==> src/rtl/packet_streamer_pkg.sv <==
// Shared definitions for the packet streamer: FSM encoding, byte sizing and
// the word-count helper used when a descriptor is accepted.
package packet_streamer_pkg;

    typedef enum logic [1:0] {
        ST_IDLE  = 2'd0,
        ST_FETCH = 2'd1,
        ST_DRAIN = 2'd2
    } state_e;

    localparam int unsigned BITS_PER_BYTE      = 8;
    localparam int unsigned DEF_DATA_BITS      = 512;
    localparam int unsigned DEF_BYTES_PER_WORD = DEF_DATA_BITS / BITS_PER_BYTE;

    function automatic int unsigned bytes_per_word(input int unsigned data_bits);
        return data_bits / BITS_PER_BYTE;
    endfunction

    // ceil(len / bytes); 32-bit arithmetic so len + bytes - 1 cannot wrap.
    function automatic logic [31:0] words_for_len(input logic [31:0] len,
                                                  input logic [31:0] bytes);
        return (len + bytes - 32'd1) / bytes;
    endfunction

endpackage

==> src/rtl/packet_streamer_if.sv <==
// Descriptor, upstream-buffer and AXI-Stream signals of the packet streamer,
// with a master view for the streamer and a slave view for its environment.
interface packet_streamer_if #(
    parameter int DATA_BITS = 512,
    parameter int LEN_BITS  = 16
);
    logic                   desc_valid;
    logic                   desc_ready;
    logic [LEN_BITS-1:0]    desc_len;

    logic                   up_empty;
    logic                   up_rd_en;
    logic [DATA_BITS-1:0]   up_rdata;

    logic [DATA_BITS-1:0]   m_axis_tdata;
    logic [DATA_BITS/8-1:0] m_axis_tkeep;
    logic                   m_axis_tvalid;
    logic                   m_axis_tready;
    logic                   m_axis_tlast;

    logic                   pkt_done;
    logic                   err_zero_len;

    modport master (
        input  desc_valid, desc_len, up_empty, up_rdata, m_axis_tready,
        output desc_ready, up_rd_en, m_axis_tdata, m_axis_tkeep,
               m_axis_tvalid, m_axis_tlast, pkt_done, err_zero_len
    );

    modport slave (
        output desc_valid, desc_len, up_empty, up_rdata, m_axis_tready,
        input  desc_ready, up_rd_en, m_axis_tdata, m_axis_tkeep,
               m_axis_tvalid, m_axis_tlast, pkt_done, err_zero_len
    );

endinterface

==> src/rtl/packet_streamer_skid_fifo.sv <==
// Output skid FIFO holding stream beats (data, keep, last); outputs read as
// zero whenever the FIFO is empty so reset leaves the stream bus quiet.
module stream_skid_fifo #(
    parameter  int DATA_BITS = 512,
    parameter  int DEPTH     = 4,
    localparam int KEEP_W    = DATA_BITS / 8,
    localparam int PTR_W     = $clog2(DEPTH),
    localparam int CNT_W     = PTR_W + 1
) (
    input  logic                 clk,
    input  logic                 resetn,
    input  logic                 push_i,
    input  logic [DATA_BITS-1:0] push_data_i,
    input  logic [KEEP_W-1:0]    push_keep_i,
    input  logic                 push_last_i,
    input  logic                 pop_i,
    output logic [DATA_BITS-1:0] data_o,
    output logic [KEEP_W-1:0]    keep_o,
    output logic                 last_o,
    output logic                 valid_o,
    output logic [CNT_W-1:0]     count_o
);

    logic [DATA_BITS-1:0] data_mem [DEPTH];
    logic [KEEP_W-1:0]    keep_mem [DEPTH];
    logic                 last_mem [DEPTH];

    logic [PTR_W-1:0] wr_ptr_q, wr_ptr_d;
    logic [PTR_W-1:0] rd_ptr_q, rd_ptr_d;
    logic [CNT_W-1:0] count_q,  count_d;
    logic             pop_ok;

    assign valid_o = (count_q != '0);
    assign pop_ok  = pop_i && valid_o;
    assign count_o = count_q;

    always_ff @(posedge clk) begin
        if (push_i) begin
            data_mem[wr_ptr_q] <= push_data_i;
            keep_mem[wr_ptr_q] <= push_keep_i;
            last_mem[wr_ptr_q] <= push_last_i;
        end
    end

    // Power-of-two depth: pointers wrap by natural overflow.
    always_comb begin
        wr_ptr_d = push_i ? wr_ptr_q + 1'b1 : wr_ptr_q;
        rd_ptr_d = pop_ok ? rd_ptr_q + 1'b1 : rd_ptr_q;
        count_d  = count_q;
        if (push_i && !pop_ok) begin
            count_d = count_q + 1'b1;
        end else if (!push_i && pop_ok) begin
            count_d = count_q - 1'b1;
        end
    end

    always_ff @(posedge clk or negedge resetn) begin
        if (!resetn) begin
            wr_ptr_q <= '0;
            rd_ptr_q <= '0;
            count_q  <= '0;
        end else begin
            wr_ptr_q <= wr_ptr_d;
            rd_ptr_q <= rd_ptr_d;
            count_q  <= count_d;
        end
    end

    assign data_o = valid_o ? data_mem[rd_ptr_q] : '0;
    assign keep_o = valid_o ? keep_mem[rd_ptr_q] : '0;
    assign last_o = valid_o ? last_mem[rd_ptr_q] : 1'b0;

endmodule

==> src/rtl/packet_streamer.sv <==
// Turns one length descriptor into a packet of AXI-Stream beats read word by
// word from an upstream buffer, with credit-based flow into an output skid FIFO.
module packet_streamer
    import packet_streamer_pkg::*;
#(
    parameter int DATA_BITS  = 512,
    parameter int LEN_BITS   = 16,
    parameter int SKID_DEPTH = 4
) (
    input  logic             clk,
    input  logic             resetn,
    packet_streamer_if.master bus
);

    localparam int BYTES  = int'(bytes_per_word(DATA_BITS));
    localparam int KEEP_W = BYTES;
    localparam int CNT_W  = $clog2(SKID_DEPTH) + 1;
    localparam logic [CNT_W:0] DEPTH_V = (CNT_W + 1)'(SKID_DEPTH);

    state_e              state_q, state_d;
    logic [LEN_BITS-1:0] words_total_q, words_total_d;
    logic [LEN_BITS-1:0] tail_q, tail_d;
    logic [LEN_BITS-1:0] words_req_q, words_req_d;
    logic [LEN_BITS-1:0] beats_pushed_q, beats_pushed_d;
    logic                in_flight_q, in_flight_d;
    logic                err_q, err_d;
    logic                desc_ready_q, desc_ready_d;
    logic                rd_en;

    logic                push, push_last, pop;
    logic [KEEP_W-1:0]   push_keep;
    logic                skid_valid, skid_last;
    logic [CNT_W-1:0]    skid_count;
    logic [CNT_W:0]      occupancy;
    logic                credit_ok;

    // tail == 0 means the final word is full.
    function automatic logic [KEEP_W-1:0] keep_for_tail(input logic [LEN_BITS-1:0] tail);
        logic [KEEP_W-1:0] k;
        k = '1;
        if (tail != '0) begin
            for (int i = 0; i < KEEP_W; i++) begin
                k[i] = (i < int'(tail));
            end
        end
        return k;
    endfunction

    // The upstream word arrives the cycle after the read, so the push
    // is just the delayed read strobe.
    assign push      = in_flight_q;
    assign push_last = ((beats_pushed_q + LEN_BITS'(1)) == words_total_q);
    assign push_keep = push_last ? keep_for_tail(tail_q) : '1;
    assign pop       = skid_valid && bus.m_axis_tready;

    assign occupancy = {1'b0, skid_count} + {{CNT_W{1'b0}}, in_flight_q};
    assign credit_ok = (occupancy < DEPTH_V);

    stream_skid_fifo #(
        .DATA_BITS (DATA_BITS),
        .DEPTH     (SKID_DEPTH)
    ) u_skid (
        .clk         (clk),
        .resetn      (resetn),
        .push_i      (push),
        .push_data_i (bus.up_rdata),
        .push_keep_i (push_keep),
        .push_last_i (push_last),
        .pop_i       (pop),
        .data_o      (bus.m_axis_tdata),
        .keep_o      (bus.m_axis_tkeep),
        .last_o      (skid_last),
        .valid_o     (skid_valid),
        .count_o     (skid_count)
    );

    always_comb begin
        state_d        = state_q;
        words_total_d  = words_total_q;
        tail_d         = tail_q;
        words_req_d    = words_req_q;
        beats_pushed_d = push ? beats_pushed_q + LEN_BITS'(1) : beats_pushed_q;
        err_d          = 1'b0;
        rd_en          = 1'b0;

        unique case (state_q)
            ST_IDLE: begin
                if (bus.desc_valid && desc_ready_q) begin
                    if (bus.desc_len == '0) begin
                        err_d = 1'b1;
                    end else begin
                        words_total_d  = LEN_BITS'(words_for_len(32'(bus.desc_len), 32'(BYTES)));
                        tail_d         = LEN_BITS'(32'(bus.desc_len) % 32'(BYTES));
                        words_req_d    = '0;
                        beats_pushed_d = '0;
                        state_d        = ST_FETCH;
                    end
                end
            end
            ST_FETCH: begin
                if (!bus.up_empty && (words_req_q < words_total_q) && credit_ok) begin
                    rd_en       = 1'b1;
                    words_req_d = words_req_q + LEN_BITS'(1);
                end
                if (words_req_d == words_total_q) begin
                    state_d = ST_DRAIN;
                end
            end
            ST_DRAIN: begin
                if (pop && skid_last) begin
                    state_d = ST_IDLE;
                end
            end
            default: state_d = ST_IDLE;
        endcase

        desc_ready_d = (state_d == ST_IDLE);
        in_flight_d  = rd_en;
    end

    always_ff @(posedge clk or negedge resetn) begin
        if (!resetn) begin
            state_q        <= ST_IDLE;
            words_total_q  <= '0;
            tail_q         <= '0;
            words_req_q    <= '0;
            beats_pushed_q <= '0;
            in_flight_q    <= 1'b0;
            err_q          <= 1'b0;
            desc_ready_q   <= 1'b0;
        end else begin
            state_q        <= state_d;
            words_total_q  <= words_total_d;
            tail_q         <= tail_d;
            words_req_q    <= words_req_d;
            beats_pushed_q <= beats_pushed_d;
            in_flight_q    <= in_flight_d;
            err_q          <= err_d;
            desc_ready_q   <= desc_ready_d;
        end
    end

    assign bus.desc_ready    = desc_ready_q;
    assign bus.up_rd_en      = rd_en;
    assign bus.m_axis_tvalid = skid_valid;
    assign bus.m_axis_tlast  = skid_last;
    assign bus.pkt_done      = pop && skid_last;
    assign bus.err_zero_len  = err_q;

endmodule

==> src/flat_wrapper.sv <==
// flat-port wrapper written by rule: the top's interface ports become plain ports
module packet_streamer_flat import packet_streamer_pkg::*;
#(
    parameter int DATA_BITS  = 512,
    parameter int LEN_BITS   = 16,
    parameter int SKID_DEPTH = 4
)
  (clk, resetn, bus_desc_valid, bus_desc_len, bus_up_empty, bus_up_rdata, bus_m_axis_tready, bus_desc_ready, bus_up_rd_en, bus_m_axis_tdata, bus_m_axis_tkeep, bus_m_axis_tvalid, bus_m_axis_tlast, bus_pkt_done, bus_err_zero_len);
  packet_streamer_if #(.DATA_BITS(DATA_BITS), .LEN_BITS(LEN_BITS)) bus_i ();
  input  logic clk;
  input  logic resetn;
  input wire logic [$bits(bus_i.desc_valid)-1:0] bus_desc_valid;
  input wire logic [$bits(bus_i.desc_len)-1:0] bus_desc_len;
  input wire logic [$bits(bus_i.up_empty)-1:0] bus_up_empty;
  input wire logic [$bits(bus_i.up_rdata)-1:0] bus_up_rdata;
  input wire logic [$bits(bus_i.m_axis_tready)-1:0] bus_m_axis_tready;
  output wire logic [$bits(bus_i.desc_ready)-1:0] bus_desc_ready;
  output wire logic [$bits(bus_i.up_rd_en)-1:0] bus_up_rd_en;
  output wire logic [$bits(bus_i.m_axis_tdata)-1:0] bus_m_axis_tdata;
  output wire logic [$bits(bus_i.m_axis_tkeep)-1:0] bus_m_axis_tkeep;
  output wire logic [$bits(bus_i.m_axis_tvalid)-1:0] bus_m_axis_tvalid;
  output wire logic [$bits(bus_i.m_axis_tlast)-1:0] bus_m_axis_tlast;
  output wire logic [$bits(bus_i.pkt_done)-1:0] bus_pkt_done;
  output wire logic [$bits(bus_i.err_zero_len)-1:0] bus_err_zero_len;
  assign bus_i.desc_valid = bus_desc_valid;
  assign bus_i.desc_len = bus_desc_len;
  assign bus_i.up_empty = bus_up_empty;
  assign bus_i.up_rdata = bus_up_rdata;
  assign bus_i.m_axis_tready = bus_m_axis_tready;
  assign bus_desc_ready = bus_i.desc_ready;
  assign bus_up_rd_en = bus_i.up_rd_en;
  assign bus_m_axis_tdata = bus_i.m_axis_tdata;
  assign bus_m_axis_tkeep = bus_i.m_axis_tkeep;
  assign bus_m_axis_tvalid = bus_i.m_axis_tvalid;
  assign bus_m_axis_tlast = bus_i.m_axis_tlast;
  assign bus_pkt_done = bus_i.pkt_done;
  assign bus_err_zero_len = bus_i.err_zero_len;
  packet_streamer #(.DATA_BITS(DATA_BITS), .LEN_BITS(LEN_BITS), .SKID_DEPTH(SKID_DEPTH)) u_core (.clk(clk), .resetn(resetn), .bus(bus_i));
endmodule
==> config.mk <==
export PLATFORM = sky130hd
export DESIGN_NAME = packet_streamer_flat
export DESIGN_NICKNAME = d
export VERILOG_FILES = /design/src/rtl/packet_streamer_pkg.sv /design/src/rtl/packet_streamer_if.sv /design/src/rtl/packet_streamer_skid_fifo.sv /design/src/rtl/packet_streamer.sv /design/src/flat_wrapper.sv
export SDC_FILE = /design/constraint.sdc
export NUM_CORES = 2
export LEC_CHECK = 0
export BUFFER_PORTS_ARGS = -buffer_cell sky130_fd_sc_hd__buf_4
export CAP_MARGIN = 20
export CORE_MARGIN = 1.5
export CORE_UTILIZATION = 41
export CTS_BUF_LIST = sky130_fd_sc_hd__clkbuf_8 sky130_fd_sc_hd__clkbuf_16
export CTS_CLUSTER_DIAMETER = 40
export CTS_CLUSTER_SIZE = 30
export DETAILED_ROUTE_END_ITERATION = 7
export GPL_ROUTABILITY_DRIVEN = 0
export PLACE_DENSITY = 0.57
export SETUP_SLACK_MARGIN = 0.4
export SYNTH_ARGS = -nofsm -noshare
export SYNTH_HDL_FRONTEND = slang
export SYNTH_HIERARCHICAL = 1
export SYNTH_SLANG_ARGS = --single-unit
==> constraint.sdc <==
create_clock -name clk -period 35.3 [get_ports clk]
set_clock_uncertainty 0.1 [all_clocks]
set_input_delay 3.53 -clock clk [delete_from_list [all_inputs] [get_ports clk]]
set_output_delay 3.53 -clock clk [all_outputs]
set_load 0.005 [all_outputs]
==> metrics <==
Main synth FF type edfxtp_1; setup slack, reg-to-reg 30.26 ns; Hold Crit Depth 1; first-pass GRT wire length 341000 um; clock period minus worst slack 9.11 ns; Slew HR 27.1%; CP Launch Point u_core/u_skid/rd_ptr_q[0]; Worst path slowest cell dfrtp_4; PortBufs 1114; WP data required 31.67 ns; RR Endpoint u_core/u_skid/data_mem[1][136]; Boundary Pins 1115; Setup Total Neg Slack 0 ns; reg-to-reg startpoint u_core/in_flight_q; CTS-repair resized insts 0; register area 70800 um^2; Yosys warning count 6; max cap viols 0; grt ovf 0; CP max FO 103; # hold bufs at CTS 0; end of the worst hold path u_core/words_req_q[12]; routed via count 46242; Worst-Skew Late Latency 0.92 ns; Final #Nets 6116; Setup crit start kind flop; status finished, final reports clean; clk slew on worst S/H paths 0.05 ns; Netlist Area Pre-Place 91700 um^2; family with the most delay on the worst path buffers and inverters; simple-gate share of the synthesized area 5.34%; CP Class flop to primary output; Hold Violations, Final 0; Clock Sinks 2369; Bufs on Longest Clock Path 4; Final Worst Setup Slack 26.19 ns; initial antenna violation count 82; WL/cell 27.1 um; CTS Buf Count 371; adder and majority cell fraction of the synthesized area 0.254%; Slew @ Worst Pin 1.09 ns; Die ar. 226000 um^2; GRT Resource Usage Total 20.8%; Hold WC Path Type flop to flop; RSZ-0062 raised after global routing false; Residual DRC 0; WP buf/inv 4; post-synthesis xor/xnor area fraction 0.535%; Die X 476 um; EDFF count, synth 2308; fin crit share 25.8%; final setup fails 0; Die Y 476 um; Core Region 222000 um^2; Rows 173; Critical Path Sink Type primary output; HP Start u_core/words_req_q[12]; Area Overhead vs Synth 26.2%; Worst EP arrival 5.48 ns; largest stage delay on the critical path 0.94 ns; Final HPWL DP 152000 um; final hold slack 0.388 ns; DRT antenna net count 0; First DRT Iteration DRCs 3402; placed cells 8167; Yosys reg bits 2369; H-tree levels 5; CTS tree yes; leak pwr 39.7 nW; Peak Freq 0.110 GHz; clock root buffer clkbuf_16; mux share of post-synthesis cell area 14.2%; Worst Reg2Reg Path Length in Cells 6; Distinct cells, synth 65; DP Area 103000 um^2; Avg Cell Area, Syn 21.6 um^2; cells after synthesis 4241; number of setup buffers added after CTS 0; non-filler instance count after layout 8860; multi-input combinational cell area 19500 um^2; Seq/Total Area, Yosys 77.3%; share of layout cells above drive strength 1 40.6%; DRT Wirelength 240000 um; Place WS 26.25 ns; Final Slew Violations 0; Starting Density 41.2%; FILL cells 17664; number of global-route vias before repair 47985; worst-case vdd ir drop 0.0603 mV; largest net degree at the start of global routing 194; Compound-Gate Fraction of Synth Area 0.895%; Cell Chain, Critical Path buf_12 > buf_12 > buf_4 > mux4_2 > and2_1 > buf_4; asr flop ratio synth 2.57%; Design Area, Final 116000 um^2; main combinational cell family by area after synthesis multiplexers; pwr dens 90.1 nW/um^2; Via density 5.22; TritonRoute pass-1 iters 6
## per-layer routing
metal	up-vias	part of all wire (%)	global-route usage, %
met3	475	11	9.24
met5	-	0.18	0
met4	66	2.8	6.80
met1	24132	38	25.0
li1	19985	-	-
met2	1584	49	33.5
## worst max-delay path by stage
| stage | to | slack, ns | cells past startpoint |
|---|---|---|---|
| finish | bus_m_axis_tdata[230] | 26.19 | 6 |
| global route | bus_m_axis_tdata[230] | 25.69 | 6 |
| CTS | bus_m_axis_tdata[230] | 25.91 | 6 |
| detailed placement | bus_up_rd_en | 26.25 | 7 |
| global placement | bus_up_rd_en | 26.27 | 7 |
| floorplan | u_core/u_skid/data_mem[0][0] | 20.58 | 3 |
## synthesized netlist by cell type (all sizes together), types with 3 or more instances
master   number  area (um^2)
edfxtp     2308        69300
a31oi        10         62.6
nand2b        5         31.3
mux2i         4         40.0
o21ai        57          285
a21oi        16         80.1
and2        592         3700
buf         123          866
nand4         6         37.5
clkbuf       99          372
o2111ai       3         43.8
xor2         27          236
nand3        33          165
ha           17          213
a21o          3         22.5
inv          27          101
nand2        92          345
xnor2        29          254
a211oi        4         30.0
o211ai       15          113
nor4          6         52.6
dfrtp        61         1530
and3         10         67.6
nand3b        5         37.5
nor2b         5         31.3
mux4        577        13000
or3           3         18.8
nor3         15         80.1
o21a          4         30.0
and4          7         63.8
nor2         51          199
## stage by stage
| step | util (%) | total power [mW] |
|---|---|---|
| final | 52.0 | 10.4 |
| after CTS | 52.0 | 10.6 |
| after global placement | 46.4 | 6.95 |
| after floorplan | - | 5.62 |
| after global routing | 52.0 | 10.9 |
| after detailed placement | 46.4 | 6.95 |
## placed cells by master, fill, tap and decap left out, types with 6 or more instances in the layout
cell        count
clkinv_2       42
nand3_1        33
clkbuf_16     376
nand2_1        92
and3_1          9
xnor2_1        29
o21ai_0        55
inv_6          46
clkinvlp_4     34
nand4_1         6
nor2_1         50
a21oi_1        16
buf_12         14
and2_1        587
o211ai_1       15
xor2_1         27
dfrtp_1        59
nor3_1         14
clkinv_4       44
inv_1          51
diode_2        31
inv_8          12
bufinv_16      42
ha_1           17
and4_1          6
a31oi_1        10
buf_4        1156
edfxtp_1     2308
mux4_2        577
clkinv_1       32
## flip-flops by register name, indices dropped and copies added (netlist names)
register	count
u_core/state_q	2
u_core/u_skid/wr_ptr_q	2
u_core/words_req_q	16
u_core/u_skid/last_mem	4
u_core/words_total_q	11
u_core/tail_q	6
u_core/u_skid/count_o	3
u_core/in_flight_q	1
u_core/bus.desc_ready	1
u_core/u_skid/rd_ptr_q	2
u_core/beats_pushed_q	16
u_core/u_skid/data_mem	2048
u_core/bus.err_zero_len	1
u_core/u_skid/keep_mem	256
## layout make-up
class	count	share of cell area [%]
repair buffers	1170	7.74
inverters	28	0.0909
diodes	31	0.0671
clock buffers	377	8.15
well taps	2975	3.22
multi-input cells	1625	16.9
clock inverters	285	2.62
flip-flops and latches	2369	61.2
## cells by family after synthesis
kind of cell	count (synthesis)
flops	2369
simple gates	837
mux	583
buf+inv	250
compound gates	127
xor+xnor	56
fa+ha+maj	18
other cells	1
## power by group
part / switching, mW / internal (mW) / leakage [nW]
Clock: 1.33 / 2.27 / 6.12
Sequential: 0.115 / 3.53 / 21.7
Combinational: 1.60 / 1.57 / 11.9
Total: 3.04 / 7.38 / 39.7
Power figures use the tool's default switching activity.
